**src/rtl/axi_burst_wr_master_pkg.sv**
```systemverilog
// Shared AXI write-path definitions: burst/response encodings, FSM states and
// the 4KB page check used when accepting a burst request.
package axi_burst_wr_master_pkg;

    localparam logic [1:0] AXI_BURST_INCR  = 2'b01;
    localparam logic [1:0] AXI_RESP_OKAY   = 2'b00;
    localparam logic [1:0] AXI_RESP_EXOKAY = 2'b01;
    localparam logic [1:0] AXI_RESP_SLVERR = 2'b10;
    localparam logic [1:0] AXI_RESP_DECERR = 2'b11;

    localparam int unsigned BOUNDARY_4K = 32'd4096;

    typedef enum logic [1:0] {
        IDLE   = 2'd0,
        ACTIVE = 2'd1,
        RESP   = 2'd2,
        ERR    = 2'd3
    } state_t;

    // True when a burst of 'beats' beats of 2**size bytes starting at 'page_off' leaves its 4KB page
    function automatic logic crosses_4k(input logic [11:0] page_off,
                                        input logic [31:0] beats,
                                        input logic [2:0]  size);
        logic [31:0] span;
        span = beats << size;
        return (32'(page_off) + span) > 32'(BOUNDARY_4K);
    endfunction

endpackage

```
**src/rtl/axi_wlane_align.sv**
```systemverilog
// Places a right-justified beat onto the AXI write lanes for its byte address
// and builds the matching strobe (narrow and unaligned first beats included).
module axi_wlane_align
    import axi_burst_wr_master_pkg::*;
#(
    parameter  int DATA_W = 64,
    localparam int STRB_W = DATA_W / 8,
    localparam int OFF_W  = $clog2(STRB_W)
) (
    input  logic [DATA_W-1:0] data,
    input  logic [OFF_W-1:0]  off,
    input  logic [2:0]        size,
    input  logic              first,
    output logic [DATA_W-1:0] wdata,
    output logic [STRB_W-1:0] wstrb
);

    logic [OFF_W:0]   beat_bytes_s;
    logic [OFF_W-1:0] lane_base_s;

    // Lanes covered by the size-aligned beat; the first beat drops bytes below the start address
    always_comb begin
        beat_bytes_s = (OFF_W + 1)'(1) << size;
        lane_base_s  = off & ~(beat_bytes_s[OFF_W-1:0] - OFF_W'(1));
        wdata        = data << {off, 3'b000};
        wstrb        = '0;
        for (int i = 0; i < STRB_W; i++) begin
            wstrb[i] = (i >= int'(lane_base_s)) &&
                       (i < int'(lane_base_s) + int'(beat_bytes_s)) &&
                       (!first || (i >= int'(off)));
        end
    end

endmodule

```
**src/rtl/axi_burst_wr_master.sv**
```systemverilog
// AXI4 write master: one INCR burst at a time, per-beat handshaked data through a
// one-entry buffer, optional AW/W overlap and up-front size / 4KB request checking.
module axi_burst_wr_master
    import axi_burst_wr_master_pkg::*;
#(
    parameter int DATA_W  = 64,
    parameter int ADDR_W  = 32,
    parameter int ID_W    = 4,
    parameter int LEN_W   = 8,
    parameter bit OVERLAP = 1'b1
) (
    input  logic                  clk,
    input  logic                  reset_n,
    input  logic                  req_valid,
    output logic                  req_ready,
    input  logic [ID_W-1:0]       req_id,
    input  logic [ADDR_W-1:0]     req_addr,
    input  logic [LEN_W-1:0]      req_len,
    input  logic [2:0]            req_size,
    input  logic                  wbeat_valid,
    output logic                  wbeat_ready,
    input  logic [DATA_W-1:0]     wbeat_data,
    output logic                  rsp_valid,
    output logic [1:0]            rsp_resp,
    output logic [ID_W-1:0]       rsp_id,
    output logic                  awvalid,
    input  logic                  awready,
    output logic [ID_W-1:0]       awid,
    output logic [ADDR_W-1:0]     awaddr,
    output logic [LEN_W-1:0]      awlen,
    output logic [2:0]            awsize,
    output logic [1:0]            awburst,
    output logic                  wvalid,
    input  logic                  wready,
    output logic [DATA_W-1:0]     wdata,
    output logic [DATA_W/8-1:0]   wstrb,
    output logic                  wlast,
    input  logic                  bvalid,
    output logic                  bready,
    input  logic [ID_W-1:0]       bid,
    input  logic [1:0]            bresp
);

    localparam int STRB_W = DATA_W / 8;
    localparam int OFF_W  = $clog2(STRB_W);
    localparam int CNT_W  = LEN_W + 1;

    state_t              state_r;
    logic [CNT_W-1:0]    beats_in_r;
    logic [CNT_W-1:0]    beats_out_r;
    logic [ADDR_W-1:0]   in_addr_r;
    logic                buf_full_r;
    logic                aw_done_r;
    logic                w_done_r;

    logic                aw_hs_s;
    logic                w_hs_s;
    logic                beat_hs_s;
    logic                aw_done_nx_s;
    logic                w_done_nx_s;
    logic                buf_full_nx_s;
    logic                req_err_s;
    logic [ADDR_W-1:0]   beat_bytes_s;
    logic [ADDR_W-1:0]   next_addr_s;
    logic [DATA_W-1:0]   align_data_s;
    logic [STRB_W-1:0]   align_strb_s;

    assign req_ready     = (state_r == IDLE);
    assign awburst       = AXI_BURST_INCR;
    assign aw_hs_s       = awvalid & awready;
    assign w_hs_s        = wvalid & wready;
    // A beat may enter the buffer in the same cycle the previous one leaves on W
    assign wbeat_ready   = (state_r == ACTIVE) && (beats_in_r <= {1'b0, awlen}) &&
                           (!buf_full_r || w_hs_s);
    assign beat_hs_s     = wbeat_valid & wbeat_ready;
    assign aw_done_nx_s  = aw_done_r | aw_hs_s;
    assign w_done_nx_s   = w_done_r | (w_hs_s && (beats_out_r == {1'b0, awlen}));
    assign buf_full_nx_s = beat_hs_s | (buf_full_r & ~w_hs_s);
    assign req_err_s     = (req_size > 3'(OFF_W)) ||
                           crosses_4k(req_addr[11:0], 32'(req_len) + 32'd1, req_size);

    // The buffered beat's address advances to the next size-aligned beat once it is loaded
    assign beat_bytes_s  = ADDR_W'(1) << awsize;
    assign next_addr_s   = (in_addr_r & ~(beat_bytes_s - ADDR_W'(1))) + beat_bytes_s;

    axi_wlane_align #(
        .DATA_W (DATA_W)
    ) u_align (
        .data  (wbeat_data),
        .off   (in_addr_r[OFF_W-1:0]),
        .size  (awsize),
        .first (beats_in_r == '0),
        .wdata (align_data_s),
        .wstrb (align_strb_s)
    );

    // Burst control FSM; all AXI channel and completion outputs are registered here
    always_ff @(posedge clk) begin
        if (!reset_n) begin
            state_r     <= IDLE;
            awvalid     <= 1'b0;
            awid        <= '0;
            awaddr      <= '0;
            awlen       <= '0;
            awsize      <= 3'd0;
            wvalid      <= 1'b0;
            wdata       <= '0;
            wstrb       <= '0;
            wlast       <= 1'b0;
            bready      <= 1'b0;
            rsp_valid   <= 1'b0;
            rsp_resp    <= 2'b00;
            rsp_id      <= '0;
            beats_in_r  <= '0;
            beats_out_r <= '0;
            in_addr_r   <= '0;
            buf_full_r  <= 1'b0;
            aw_done_r   <= 1'b0;
            w_done_r    <= 1'b0;
        end else begin
            rsp_valid <= 1'b0;
            case (state_r)
                IDLE: begin
                    if (req_valid) begin
                        awid        <= req_id;
                        awaddr      <= req_addr;
                        awlen       <= req_len;
                        awsize      <= req_size;
                        in_addr_r   <= req_addr;
                        beats_in_r  <= '0;
                        beats_out_r <= '0;
                        buf_full_r  <= 1'b0;
                        aw_done_r   <= 1'b0;
                        w_done_r    <= 1'b0;
                        if (req_err_s) begin
                            state_r <= ERR;
                        end else begin
                            state_r <= ACTIVE;
                            awvalid <= 1'b1;
                        end
                    end else begin
                        state_r <= IDLE;
                    end
                end
                ACTIVE: begin
                    if (aw_hs_s) begin
                        awvalid   <= 1'b0;
                        aw_done_r <= 1'b1;
                    end
                    if (beat_hs_s) begin
                        wdata      <= align_data_s;
                        wstrb      <= align_strb_s;
                        wlast      <= (beats_in_r == {1'b0, awlen});
                        beats_in_r <= beats_in_r + CNT_W'(1);
                        in_addr_r  <= next_addr_s;
                    end
                    if (w_hs_s) begin
                        beats_out_r <= beats_out_r + CNT_W'(1);
                    end
                    buf_full_r <= buf_full_nx_s;
                    w_done_r   <= w_done_nx_s;
                    wvalid     <= buf_full_nx_s & (OVERLAP | aw_done_nx_s);
                    if (aw_done_nx_s && w_done_nx_s) begin
                        state_r <= RESP;
                        bready  <= 1'b1;
                    end else begin
                        state_r <= ACTIVE;
                    end
                end
                RESP: begin
                    if (bvalid) begin
                        bready    <= 1'b0;
                        rsp_valid <= 1'b1;
                        rsp_id    <= bid;
                        rsp_resp  <= (bid == awid) ? bresp : AXI_RESP_SLVERR;
                        state_r   <= IDLE;
                    end else begin
                        state_r <= RESP;
                    end
                end
                ERR: begin
                    rsp_valid <= 1'b1;
                    rsp_resp  <= AXI_RESP_SLVERR;
                    rsp_id    <= awid;
                    state_r   <= IDLE;
                end
                default: begin
                    state_r <= IDLE;
                end
            endcase
        end
    end

endmodule

```
**config.mk**
```make
export PLATFORM = sky130hd
export DESIGN_NAME = axi_burst_wr_master
export DESIGN_NICKNAME = d
export VERILOG_FILES = /design/src/rtl/axi_burst_wr_master_pkg.sv /design/src/rtl/axi_wlane_align.sv /design/src/rtl/axi_burst_wr_master.sv
export SDC_FILE = /design/constraint.sdc
export NUM_CORES = 1
export LEC_CHECK = 0
export CORE_ASPECT_RATIO = 1.5
export CORE_MARGIN = 4
export CORE_UTILIZATION = 49
export CTS_CLUSTER_DIAMETER = 200
export DETAILED_ROUTE_END_ITERATION = 8
export GPL_ROUTABILITY_DRIVEN = 0
export PLACE_DENSITY = 0.82
export SETUP_SLACK_MARGIN = 0.02
export SYNTH_ARGS = -nofsm -noshare
export SYNTH_HDL_FRONTEND = slang
export SYNTH_SLANG_ARGS = --single-unit
```
**constraint.sdc**
```tcl
create_clock -name clk -period 5.1 [get_ports clk]
set_clock_uncertainty 0.15 [all_clocks]
set_input_delay 1.02 -clock clk [delete_from_list [all_inputs] [get_ports clk]]
set_output_delay 1.02 -clock clk [all_outputs]
set_load 0.05 [all_outputs]
```
==> impl_results.md <==
- Run status: finished, final reports clean
- Largest cells by area after synthesis: dfxtp_1 (34%), nand2_1 (8.3%), a21oi_1 (7.4%), mux2i_1 (5.6%), mux4_2 (4.7%)
- Synthesized area per cell: 7.93 um^2
- Most used DFF post-synth: dfxtp_1
- CP Capture Type: flip-flop
- PwrDens: 322 nW/um^2
- Pre-CTS WS: 16.2 ps
- CP arrival: 4840 ps
- CTS tree: yes
- Hold Crit Class: reg2reg
- Kind of critical path: in2reg
- Die Ht: 175 um
- # port buffers: 255
- Clock Latency Late Sink: 430 ps
- Synth top area share: 34.4%
- Hold_sp: wdata[10]$_SDFFE_PN0P_
- P_leak: 4.59 nW
- Root buf cell: clkbuf_16
- Setup bufs post-CTS: 0
- Post-Synth XOR/XNOR Area: 2.79%
- GRT overflow: 0
- Placed insts: 1584
- Post-Synth Simple-Gate Area: 22.0%
- H-tree Lvls: 4
- Core area: 18100 um^2
- Post-DP HPWL: 22700 um
- Crit-path slowest cell: clkdlybuf4s50_1
- Sequential fraction of the synthesis area: 34.4%
- Met2 global-route usage: 51.7%
- Initial Util: 50.2%
- # hold bufs at CTS: 0
- Final hold violations: 0
- Main combinational cell family by area after synthesis: simple AND/OR/NAND/NOR gates
- Area after DPL: 11800 um^2
- Tmin final: 4720 ps
- Met1 Resource Use GR: 29.8%
- Reg-to-reg slack, setup: 1540 ps
- Cell Area, Synth: 9090 um^2
- Delay-heaviest family, CP: compound AO/OA/AOI/OAI gates
- Register bit total from synthesis: 156
- Least-Margin Pin Slew: 1200 ps
- Most frequent cells in the layout: clkdlybuf4s50_1 (255), nand2_1 (200), dfxtp_1 (154)
- Max Root-Sink Buffers: 2
- Async SR Flop Fraction: 0%
- Global-route wire length before repair: 47300 um
- Total of max-cap violations: 0
- Cell Count, Final, Fillers Out: 1616
- I/O pins: 258
- WHS: 300 ps
- Finish-stage setup viols: 0
- Vias in the first global route: 8994
- Compound-gate portion of the synthesized area: 19.8%
- Warnings, synthesis: 0
- Rel. slew slack: 19.6%
- Total CTS buffers: 17
- DRC: 0
- Finished Core Util: 68.5%
- Initial antenna violation count: 0
- Antenna diodes: 0
- Type of origin of the critical path: input port
- Layout cells sized above 1: 7.75%
- Post-synthesis mux area share: 11.9%
- Clock-pin slew on the worst setup and hold paths: 70 ps
- Pins Over Slew Limit: 0
- DRT Pass-1 Iters: 6
- Global Route Usage Sum: 28.2%
- Die width: 119 um
- RR Startpoint: awsize[0]$_SDFFE_PN0P_
- FMAX: 212 MHz
- Fin crit share: 92.6%
- Finished layout cell area: 12400 um^2
- Die Footprint: 20800 um^2
- Synth Instances: 1147
- Via count: 9492
- CTS resizes: 0
- Most used routing layer: met2
- CP Max Fanout: 5
- Nets: 1508
- WP buf/inv: 1
- Drt wl/cell: 19.0 um
- RSZ-0062 raised after global routing: false
- WP data required: 5220 ps
- Area grow syn2layout: 36.3%
- Crit path from: req_len[1]
- Adder-Cell Fraction of Synth Area: 4.16%
- Clock sink total: 156
- Pin count of the biggest net entering global routing: 83
- Post-synth top area cell: dfxtp_1
- Unique cell type count in the Yosys netlist: 63
- Site Rows: 60
- Worst Slack Setup Final: 380 ps
- Antenna-violating nets left: 0
- Crit-path max cell delay: 540 ps
- Post-Syn Nets: 1300
- Drt initial violations: 831
- Tot Pwr: 3.99 mW
- Final WL: 30700 um
- Crit path cell chain: clkdlybuf4s50_1 > ha_1 > nor2b_1 > nand2_1 > nand2_1 > a31oi_1 > o21ai_0 > o32ai_1 > ha_1 > or3_1 > a221o_1 > a211o_1 > a2111o_1 > o41ai_2 > o22ai_1
- Vias/cell: 5.87
- Met3 usage in global routing: 6.15%
- Most common cell after layout, fill and taps aside: clkdlybuf4s50_1
- Post-Route Setup TNS: 0 ps
- Number of synthesized flops with an enable pin: 0
- Max IR drop VDD: 0.000245 V
-- cell usage after synthesis (15+ instances only) --
| master | number |
|---|---|
| nand2_1 | 200 |
| dfxtp_1 | 156 |
| a21oi_1 | 134 |
| nor2_1 | 97 |
| clkbuf_1 | 67 |
| mux2i_1 | 51 |
| nand3_1 | 42 |
| a211oi_1 | 36 |
| nor3_1 | 30 |
| o21ai_0 | 28 |
| ha_1 | 27 |
| inv_1 | 22 |
| a22oi_1 | 19 |
| mux4_2 | 19 |
| xnor2_1 | 15 |
-- where the power goes --
group          switching [mW]  internal (mW)  total [mW]
Clock                   0.553          0.732        1.28
Combinational           0.801          0.515        1.32
Sequential             0.0931           1.29        1.39
Total                    1.45           2.54        3.99
-- cell families after synthesis --
group,Yosys count
adder cells (fa/ha/maj),29
buffers and inverters,112
other,2
AND/OR/NAND/NOR,449
XOR/XNOR,29
AO/OA/AOI/OAI,287
multiplexers,83
flip-flops,156
-- registers in the layout (all words and copies together) (netlist names) --
signal       flops
aw_done_r        1
awaddr          32
awid             4
awlen            8
awsize           3
awvalid          1
beats_in_r       9
beats_out_r      9
bready           1
buf_full_r       1
in_addr_r        3
rsp_id           4
rsp_resp         2
rsp_valid        1
state_r          2
w_done_r         1
wdata           64
wlast            1
wstrb            8
wvalid           1
-- final timing paths --
kind	end	depth (start not counted)
worst max-delay path	state_r[1]$_SDFF_PN0_	15
worst min-delay path	wdata[10]$_SDFFE_PN0P_	2
worst max register to register	wstrb[6]$_SDFFE_PN0P_	9
worst min register to register	wdata[10]$_SDFFE_PN0P_	2
-- per-layer routing --
| layer | vias up | share of wire (%) |
|---|---|---|
| met5 | - | 0 |
| met4 | 0 | 5.1 |
| met3 | 90 | 6.8 |
| met2 | 398 | 52 |
| met1 | 4492 | 36 |
| li1 | 4512 | - |
-- tightest hold or removal path, stage by stage, from the launching register on --
cell and delay (ps):
dfxtp_1 310, nand2_1 50, a21oi_1 50
-- area by class of cell --
cell class                      instances  area, um^2
Fill cell                            1497        5700
Multi-Input combinational cell        879        5550
Sequential cell                       156        3130
Timing Repair Buffer                  276        2720
Clock buffer                           18         429
Tap cell                              248         310
Clock inverter                         14         156
Inverter                               25        96.3
Power figures use the tool's default switching activity.
